===== src/rtl/board_tile_scheduler_if.sv =====
// Tile write port from game logic to board_tile_scheduler (valid/ready, one tile per beat).
interface board_tile_scheduler_if;
  logic       wr_valid;
  logic       wr_ready;
  logic [3:0] wr_addr;
  logic [3:0] wr_state;
  logic       wr_last;

  modport master (output wr_valid, wr_addr, wr_state, wr_last, input wr_ready);
  modport slave  (input wr_valid, wr_addr, wr_state, wr_last, output wr_ready);
endinterface


===== src/rtl/board_tile_scheduler.sv =====
// Scans the 4x4 board for the shared tile renderer. With BOARD_SCHED_VBLANK_COMMIT_EN
// defined, game writes land in a shadow board and are committed at the start of vblank.
module board_tile_scheduler #(
  parameter int unsigned X0       = 96,
  parameter int unsigned Y0       = 16,
  parameter int unsigned PITCH    = 112,
  parameter int unsigned TILE     = 106,
  parameter int unsigned V_ACTIVE = 480
) (
  input  logic                  clk,
  input  logic                  rst,
  input  logic [11:0]           h_cnt,
  input  logic [11:0]           v_cnt,
  board_tile_scheduler_if.slave wr,
  output logic [3:0]            tile_state,
  output logic [11:0]           tile_h,
  output logic [11:0]           tile_v,
  output logic                  in_tile,
  output logic                  commit_pending
);
  localparam int unsigned CW = 12;
  localparam logic [CW-1:0] X0_C       = CW'(X0);
  localparam logic [CW-1:0] X_END_C    = CW'(X0 + 4 * PITCH - 1);
  localparam logic [CW-1:0] Y0_C       = CW'(Y0);
  localparam logic [CW-1:0] Y_END_C    = CW'(Y0 + 4 * PITCH - 1);
  localparam logic [CW-1:0] PITCH_M1_C = CW'(PITCH - 1);
  localparam logic [CW-1:0] TILE_C     = CW'(TILE);

  logic              ready_q;
  logic [15:0][3:0]  disp_q, disp_d;
  logic [1:0]        col_q, col_d, row_q, row_d;
  logic [CW-1:0]     xoff_q, xoff_d, yoff_q, yoff_d;
  logic              v_live_q, v_live_d;
  logic              in_tile_q, in_tile_d;
  logic [3:0]        tile_state_q, tile_state_d;
  logic [CW-1:0]     tile_h_q, tile_h_d, tile_v_q, tile_v_d;
  logic              h_live_c;
  logic              accept_c;

`ifdef BOARD_SCHED_VBLANK_COMMIT_EN
  localparam logic [CW-1:0] V_ACT_C = CW'(V_ACTIVE);

  logic [15:0][3:0]  shadow_q, shadow_d;
  logic              pend_q, pend_d;
  logic              commit_c;

  assign commit_c    = pend_q && (v_cnt == V_ACT_C) && (h_cnt == '0);
  assign wr.wr_ready = ready_q && !commit_c;
  assign commit_pending = pend_q;
`else
  logic unused_last_c;

  assign unused_last_c  = wr.wr_last;
  assign wr.wr_ready    = ready_q;
  assign commit_pending = 1'b0;
`endif

  assign accept_c = wr.wr_valid && wr.wr_ready;

  // Board storage: commit copies the whole shadow in one cycle; writes never coincide with it.
  always_comb begin
    disp_d = disp_q;
`ifdef BOARD_SCHED_VBLANK_COMMIT_EN
    shadow_d = shadow_q;
    pend_d   = pend_q;
    if (commit_c) begin
      disp_d = shadow_q;
      pend_d = 1'b0;
    end
    if (accept_c) begin
      shadow_d[wr.wr_addr] = wr.wr_state;
      if (wr.wr_last) pend_d = 1'b1;
    end
`else
    if (accept_c) disp_d[wr.wr_addr] = wr.wr_state;
`endif
  end

  // Scan position for the pixel on h_cnt/v_cnt; outputs are registered from it.
  always_comb begin
    col_d    = col_q;
    xoff_d   = xoff_q + 12'd1;
    row_d    = row_q;
    yoff_d   = yoff_q;
    v_live_d = v_live_q;
    if (h_cnt == X0_C) begin
      col_d  = '0;
      xoff_d = '0;
    end else if (xoff_q == PITCH_M1_C) begin
      col_d  = col_q + 2'd1;
      xoff_d = '0;
    end
    if (h_cnt == '0) begin
      v_live_d = (v_cnt >= Y0_C) && (v_cnt <= Y_END_C);
      if (v_cnt == Y0_C) begin
        row_d  = '0;
        yoff_d = '0;
      end else if (yoff_q == PITCH_M1_C) begin
        row_d  = row_q + 2'd1;
        yoff_d = '0;
      end else begin
        yoff_d = yoff_q + 12'd1;
      end
    end
    h_live_c     = (h_cnt >= X0_C) && (h_cnt <= X_END_C);
    in_tile_d    = h_live_c && v_live_d && (xoff_d < TILE_C) && (yoff_d < TILE_C);
    tile_state_d = '0;
    tile_h_d     = '0;
    tile_v_d     = '0;
    if (in_tile_d) begin
      tile_state_d = disp_q[{row_d, col_d}];
      tile_h_d     = xoff_d;
      tile_v_d     = yoff_d;
    end
  end

  always_ff @(posedge clk or posedge rst) begin
    if (rst) begin
      ready_q      <= 1'b0;
      disp_q       <= '0;
      col_q        <= '0;
      xoff_q       <= '0;
      row_q        <= '0;
      yoff_q       <= '0;
      v_live_q     <= 1'b0;
      in_tile_q    <= 1'b0;
      tile_state_q <= '0;
      tile_h_q     <= '0;
      tile_v_q     <= '0;
`ifdef BOARD_SCHED_VBLANK_COMMIT_EN
      shadow_q     <= '0;
      pend_q       <= 1'b0;
`endif
    end else begin
      ready_q      <= 1'b1;
      disp_q       <= disp_d;
      col_q        <= col_d;
      xoff_q       <= xoff_d;
      row_q        <= row_d;
      yoff_q       <= yoff_d;
      v_live_q     <= v_live_d;
      in_tile_q    <= in_tile_d;
      tile_state_q <= tile_state_d;
      tile_h_q     <= tile_h_d;
      tile_v_q     <= tile_v_d;
`ifdef BOARD_SCHED_VBLANK_COMMIT_EN
      shadow_q     <= shadow_d;
      pend_q       <= pend_d;
`endif
    end
  end

  assign tile_state = tile_state_q;
  assign tile_h     = tile_h_q;
  assign tile_v     = tile_v_q;
  assign in_tile    = in_tile_q;
endmodule


===== src/flat_wrapper.sv =====
// flat-port wrapper written by rule: the top's interface ports become plain ports
module board_tile_scheduler_flat 
#(
  parameter int unsigned X0       = 96,
  parameter int unsigned Y0       = 16,
  parameter int unsigned PITCH    = 112,
  parameter int unsigned TILE     = 106,
  parameter int unsigned V_ACTIVE = 480
)
  (clk, rst, h_cnt, v_cnt, tile_state, tile_h, tile_v, in_tile, commit_pending, wr_wr_valid, wr_wr_addr, wr_wr_state, wr_wr_last, wr_wr_ready);
  board_tile_scheduler_if wr_i ();
  input  logic clk;
  input  logic rst;
  input  logic [11:0] h_cnt;
  input  logic [11:0] v_cnt;
  output logic [3:0] tile_state;
  output logic [11:0] tile_h;
  output logic [11:0] tile_v;
  output logic in_tile;
  output logic commit_pending;
  input wire logic [$bits(wr_i.wr_valid)-1:0] wr_wr_valid;
  input wire logic [$bits(wr_i.wr_addr)-1:0] wr_wr_addr;
  input wire logic [$bits(wr_i.wr_state)-1:0] wr_wr_state;
  input wire logic [$bits(wr_i.wr_last)-1:0] wr_wr_last;
  output wire logic [$bits(wr_i.wr_ready)-1:0] wr_wr_ready;
  assign wr_i.wr_valid = wr_wr_valid;
  assign wr_i.wr_addr = wr_wr_addr;
  assign wr_i.wr_state = wr_wr_state;
  assign wr_i.wr_last = wr_wr_last;
  assign wr_wr_ready = wr_i.wr_ready;
  board_tile_scheduler #(.X0(X0), .Y0(Y0), .PITCH(PITCH), .TILE(TILE), .V_ACTIVE(V_ACTIVE)) u_core (.clk(clk), .rst(rst), .h_cnt(h_cnt), .v_cnt(v_cnt), .wr(wr_i), .tile_state(tile_state), .tile_h(tile_h), .tile_v(tile_v), .in_tile(in_tile), .commit_pending(commit_pending));
endmodule

===== config.mk =====
export PLATFORM = sky130hd
export DESIGN_NAME = board_tile_scheduler_flat
export DESIGN_NICKNAME = d
export VERILOG_FILES = /design/src/rtl/board_tile_scheduler_if.sv /design/src/rtl/board_tile_scheduler.sv /design/src/flat_wrapper.sv
export SDC_FILE = /design/constraint.sdc
export NUM_CORES = 1
export LEC_CHECK = 0
export CORE_MARGIN = 10
export CORE_UTILIZATION = 51
export DETAILED_ROUTE_END_ITERATION = 10
export PLACE_DENSITY_LB_ADDON = 0.25
export RECOVER_POWER = 50
export SLEW_MARGIN = 10
export SYNTH_ARGS = -nofsm -noshare
export SYNTH_HDL_FRONTEND = slang
export SYNTH_SLANG_ARGS = --single-unit

===== constraint.sdc =====
create_clock -name clk -period 3.55 [get_ports clk]
set_input_delay 0.5325 -clock clk [delete_from_list [all_inputs] [get_ports clk]]
set_output_delay 0.5325 -clock clk [all_outputs]
set_load 0.005 [all_outputs]

* Word level (Yosys, flattened, before mapping)
Cells that the tools add are included.
** Word-level totals
- Register bits after elaboration :: 123
- Latch bits :: 0
- Bits in writable memories :: 0
- Memory bits (read-only) :: 0
- Output and inout port bits :: 31
- Logic and storage cells :: 70
- Memories :: 0
** Cells by class
- $add $sub $neg :: 4
- Multipliers :: 0
- Divide/modulo/power cells :: 0
- $lt $le $gt $ge :: 9
- Equal/unequal tests :: 4
- Shifts and indexed selects :: 0
- Muxes and demuxes :: 19
- Bitwise gates (word level) :: 0
- Reduce and logical (&&, ||, !) cells :: 8
** Operators by type and width (number)
- 12-bit 2-to-1 mux :: 7
- 64-bit bitwise mux :: 1
- 12-bit by 7-bit equality test with 1-bit output (second input constant) :: 3
- 12-bit by 1-bit adder with 12-bit output (second input constant) :: 2
- 12-bit by 7-bit < comparator with 1-bit output (second input constant) :: 2
- 4-bit binary-select mux with 4-bit select :: 1
- 4-bit demux with 4-bit select :: 1
- 12-bit by 5-bit equality test with 1-bit output (second input constant) :: 1
- 12-bit by 5-bit greater-or-equal comparator with 1-bit output (second input constant) :: 1
- 12-bit by 7-bit greater-or-equal comparator with 1-bit output (second input constant) :: 1
- 12-bit by 10-bit less-or-equal comparator with 1-bit output (second input constant) :: 1
- 12-bit by 9-bit less-or-equal comparator with 1-bit output (second input constant) :: 1
- 12-bit zero test :: 1
- 4-bit 2-to-1 mux :: 3
- 4-bit by 5-bit < comparator with 1-bit output (second input constant) :: 2
- 2-bit 2-to-1 mux :: 5
- 1-bit logical AND :: 7
- 2-bit by 1-bit adder with 2-bit output (second input constant) :: 2
- 4-bit by 1-bit greater-or-equal comparator with 1-bit output (second input constant) :: 1
- 1-bit 2-to-1 mux :: 1

* Depth between registers and ports, before layout
- Depth in word-level cells :: 7
- Gate-level depth with buffers :: 11

* Worst setup path after synthesis
OpenSTA, ideal clock, no wires.
- Path type :: input to register
- From :: input h_cnt[0]
- To :: register u_core.tile_v_q[1] (netlist: u_core.tile_v[1])
- Library setup time :: 0.141 ns
- Arrival time :: 2.929 ns
- Path slack :: 0.480 ns
- Stages on the path :: 9
- Buffers on the path :: 2
- Cells stage by stage :: or4_1 > buf_2 > or3_4 > nor3_4 > a22o_2 > o311ai_0 > a211oi_4 > buf_6 > nor3b_1
** Between the ends
- Elaborated cells on any way between the ends :: 14
- Classes of those cells :: order compare: 4; eq/ne: 1; mux: 4; reduce/logical: 5
** RTL lines
- from (decl) :: line flat_wrapper.sv:14 : input logic [11:0] h_cnt;
- 12-bit zero test :: line board_tile_scheduler.sv:93 : if (h_cnt == '0) begin
- 12-bit 2-to-1 mux :: line board_tile_scheduler.sv:93
- named net u_core.yoff_d[3] :: line board_tile_scheduler.sv:32 : logic [CW-1:0] xoff_q, xoff_d, yoff_q, yoff_d;
- 12-bit by 7-bit < comparator with 1-bit output :: line board_tile_scheduler.sv:106 : in_tile_d = h_live_c && v_live_d && (xoff_d < TILE_C) && (yoff_d < TILE_C);
- 1-bit logical AND :: line board_tile_scheduler.sv:106
- 12-bit 2-to-1 mux :: line board_tile_scheduler.sv:110 : if (in_tile_d) begin
- named net u_core.tile_v_d[1] :: line board_tile_scheduler.sv:36 : logic [CW-1:0] tile_h_q, tile_h_d, tile_v_q, tile_v_d;
- to (signal assigned) :: line board_tile_scheduler.sv:145 : tile_v_q <= tile_v_d;
- to (decl) :: line board_tile_scheduler.sv:36
The timed path passes the listed nets, and every way through them passes these cells.
A chain may end at the register's enable or synchronous reset.

* Final worst setup path
- From :: register u_core.xoff_q[0]
- To :: register u_core.tile_state_q[0] (netlist: u_core.tile_state[0])
** Between the ends
- Longest elaborated chain between the ends :: 7
- Elaborated cells on any way between the ends :: 12
- Classes of those cells :: add/sub: 1; order compare: 1; eq/ne: 1; mux: 7; reduce/logical: 2
** Ends and longest elaborated chain
- from (decl) :: line board_tile_scheduler.sv:32
- from (signal assigned) :: line board_tile_scheduler.sv:138 : xoff_q <= xoff_d;
- 12-bit by 1-bit adder with 12-bit output or 12-bit by 7-bit equality test with 1-bit output (tied branches) :: line board_tile_scheduler.sv:82, board_tile_scheduler.sv:89
- 12-bit 2-to-1 mux :: line board_tile_scheduler.sv:89 : end else if (xoff_q == PITCH_M1_C) begin
- 12-bit 2-to-1 mux :: line board_tile_scheduler.sv:86 : if (h_cnt == X0_C) begin
- 12-bit by 7-bit < comparator with 1-bit output :: line board_tile_scheduler.sv:106
- 1-bit logical AND (2 in a row) :: line board_tile_scheduler.sv:106
- 4-bit 2-to-1 mux * :: line board_tile_scheduler.sv:110
- named net u_core.tile_state_d[0] :: line board_tile_scheduler.sv:35 : logic [3:0] tile_state_q, tile_state_d;
- to (signal assigned) :: line board_tile_scheduler.sv:143 : tile_state_q <= tile_state_d;
- to (decl) :: line board_tile_scheduler.sv:35
The timed path passes the listed nets; every way through them passes the cells marked *. The select of a mux whose other input is x is not followed.

==> flow_metrics.tcl <==
set metrics [dict create \
    row_count 39 \
    netlist_instances 535 \
    setup_ws_ns 0.383 \
    ys_types 67 \
    dp_cells 746 \
    grt.overflow.total 0 \
    wl_per_cell_um 19.2 \
    setup_viol 0 \
    peakVddDrop_mv 0.521 \
    slew-limit-headroom_pct -22.6 \
    post_cts_resized 0 \
    hold_violations 0 \
    drt-initial-drc-count 392 \
    maxCapViolations 1 \
    pin_count 67 \
    fin_cells 778 \
    dieArea_mm2 0.0166 \
    synth_ff_type "dfrtp_1" \
    wl_met2_um 7160 \
    switching_share_pct 25.0 \
    core_mm2 0.0115 \
    viasPerCell 6.04 \
    track_usage_pct 18.9 \
    drive_gt1_share_pct 22.4 \
    post_dp_cell_area_mm2 0.00694 \
    crit_fanout 8 \
    grt_pass1_vias 4845 \
    wl_um 14900 \
    critPathMaxStageDelay_ns 0.78 \
    htreeDepth 4 \
    path_cells "ha_1 > and3_1 > and4_1 > a211oi_1 > buf_4 > o32ai_1 > a211oi_1 > nor3_1 > nor4_1" \
    syn_to_final_growth_pct 25.5 \
    p_sw_w 0.00105 \
    critPathKind "reg -> reg" \
    hold_start "u_core.v_live_q$_DFF_PP0_" \
    cts_made_buffers 17 \
    crit_start "u_core.xoff_q[0]$_DFF_PP0_" \
    m1WireLength_um 6380 \
    nNetsFinal 660 \
    first_pass_iters 6 \
    grt_pass1_wl_um 25000 \
    route.top_layer_used "met4" \
    cts_setup_buffers 0 \
    p_comb_share_pct 12.9 \
    cts_tree "yes" \
    worst_path_max_delay_cell "a211oi_1" \
    cellLeakagePower_nw 3.17 \
    fin_setup_tns_ns 0 \
    fmax_ghz 0.316 \
    cp_data_required_time_ns 3.84 \
    fin_worst_skew_ns 0.00669 \
    final_area_mm2 0.00758 \
    tightest_slew_ns 1.84 \
    cp.arrival_ns 3.45 \
    period_share_pct 89.2 \
    ys_warn_count 0 \
    synth_area_mm2 0.00604 \
    post-dp-hpwl_um 10500 \
    min_period_ns 3.17 \
    rsz0062_at_grt "false" \
    fill_cells 932 \
    cp-end-kind "flop" \
    p_int_w 0.00316 \
    drcViolationCount 0 \
    dpl_worst_slack_ns 0.00105 \
    port_buffers 64 \
    clock_power_share_pct 45.6 \
    pwr_density_cell_mw_per_mm2 555 \
    avgSynthCellArea_um2 11.3 \
    ctsHoldBuffers 0 \
    synth-edff-count 0 \
    worstHoldPathType "reg -> reg" \
    seq_area_frac_synth_pct 50.9 \
    ys_ff_latch 123 \
    crit_top_cell "a211oi_1" \
    met3_length_um 944 \
    timing.rr.start "u_core.xoff_q[0]$_DFF_PP0_" \
    seqCellArea_mm2 0.00308 \
    die_w_um 129 \
    whs_ns 0.493 \
    gp_congestion 0.918 \
    clockBufferDepth 2 \
    clock-root-buffer "clkbuf_16" \
    multiInputGateArea_mm2 0.00279 \
    die_h_um 129 \
    antenna_found_initial 0 \
    initial_core_util_pct 52.5 \
    synthArstFlopShare_pct 100 \
    cts_sinks 123 \
    insertion_delay_ns 0.41 \
    status "finished with violations" \
    cp-start-kind "flop" \
    slew_viol_final 78 \
    reg2reg_slack_ns 0.38 \
    grt_max_degree 78 \
    antennaDiodeCount 0 \
    num_vias 4696 \
    final_antenna_net_count 0 \
    clkTransAtPathRegs_ns 0.05 \
    p_seq_share_pct 41.5 \
    failed_checks "max-capacitance violations, max-slew violations" \
]
-- critical path: cells and delay by family, from the launching register on --
kind,cells,cell delay [ns]
AOI/OAI and AO/OA,3,1.19
and+or+nand+nor,4,0.86
DFF,1,0.42
adders and majority gates,1,0.28
buffers and inverters,1,0.29
-- logic make-up after synthesis --
| group | share of synthesized area, % |
|---|---|
| simple gates | 17.0 |
| mux | 14.4 |
| flops | 50.9 |
| fa+ha+maj | 0.414 |
| xor+xnor | 2.32 |
| compound gates | 11.3 |
| buf+inv | 3.50 |
| other cells | 0.124 |
-- cells in the final DEF (no fill, tap or decap), drive strengths merged, types with 7 or more instances in the layout --
cell | netlist | final
a211oi | 13 | 13
a21oi | 10 | 10
and3 | 11 | 11
buf | 9 | 21
clkbuf | 20 | 21
clkdlybuf4s50 | 0 | 61
conb | 2 | 12
dfrtp | 123 | 123
inv | 17 | 20
mux2 | 64 | 64
mux2i | 15 | 15
nand2 | 32 | 32
nand3 | 17 | 17
nand4 | 8 | 8
nor2 | 33 | 33
nor3 | 14 | 14
nor3b | 9 | 9
nor4 | 16 | 16
o21ai | 22 | 22
o32ai | 12 | 12
or3 | 10 | 10
or4 | 7 | 7
xnor2 | 11 | 11
-- power by group through the flow --
stage / combinational [W] / clock (W) / sequential (W)
global route: 0.000606 / 0.00202 / 0.00178
detailed placement: 0.000547 / 0 / 0.00176
finish: 0.000543 / 0.00192 / 0.00175
floorplan: 0.000447 / 0 / 0.00168
CTS: 0.000551 / 0.00195 / 0.00174
global placement: 0.000526 / 0 / 0.00175
-- metrics by stage --
step,utilization [%],power (W)
after floorplan,-,0.00212
after global placement,60.3,0.00227
after detailed placement,60.3,0.00231
after CTS,66.0,0.00424
after global routing,65.8,0.00440
final,65.8,0.00421
-- cell usage after synthesis, drive strengths merged (7+ instances only) --
| library cell | n | area, µm² |
|---|---|---|
| xnor2 | 11 | 96.3 |
| clkbuf | 20 | 76.3 |
| or3 | 10 | 67.6 |
| nor4 | 16 | 119 |
| nand3 | 17 | 85.1 |
| o21ai | 22 | 110 |
| dfrtp | 123 | 3080 |
| nand2 | 32 | 123 |
| nor2 | 33 | 124 |
| mux2i | 15 | 150 |
| nor3 | 14 | 91.3 |
| o32ai | 12 | 105 |
| mux2 | 64 | 721 |
| and3 | 11 | 71.3 |
| nand4 | 8 | 50.1 |
| a211oi | 13 | 110 |
| or4 | 7 | 53.8 |
| a21oi | 10 | 50.1 |
| inv | 17 | 63.8 |
| buf | 9 | 71.3 |
| nor3b | 9 | 82.6 |
-- final timing paths --
path | endpoint | cells after the start
setup / recovery | u_core.tile_state[0]$_DFF_PP0_ | 9
hold / removal | u_core.v_live_q$_DFF_PP0_ | 2
setup reg to reg | u_core.tile_state[0]$_DFF_PP0_ | 9
hold reg to reg | u_core.v_live_q$_DFF_PP0_ | 2
max in group asynchronous | u_core.disp_q[58]$_DFFE_PP0P_ | 3
min in group asynchronous | u_core.yoff_q[0]$_DFF_PP0_ | 2
-- per-layer routing --
layer | track usage (%) | up-vias
met5 | 0 | -
met4 | 8.49 | 0
met3 | 5.42 | 33
met2 | 30.4 | 178
met1 | 23.2 | 2319
li1 | - | 2166
-- registers in the layout, summed over array words and instances, names as in the netlist --
| name | count |
|---|---|
| u_core.v_live_q | 1 |
| u_core.tile_h | 12 |
| u_core.wr.wr_ready | 1 |
| u_core.col_q | 2 |
| u_core.yoff_q | 12 |
| u_core.xoff_q | 12 |
| u_core.disp_q | 64 |
| u_core.tile_v | 12 |
| u_core.row_q | 2 |
| u_core.in_tile | 1 |
| u_core.tile_state | 4 |
-- final cells by class --
type,instances,share of cell area [%]
timing repair buffer,87,10.6
inverter,17,0.858
clock buffer,19,5.97
tap,143,2.36
clock inverter,13,2.77
sequential,123,40.6
multi-input combinational,376,36.8
Power figures use the tool's default switching activity.
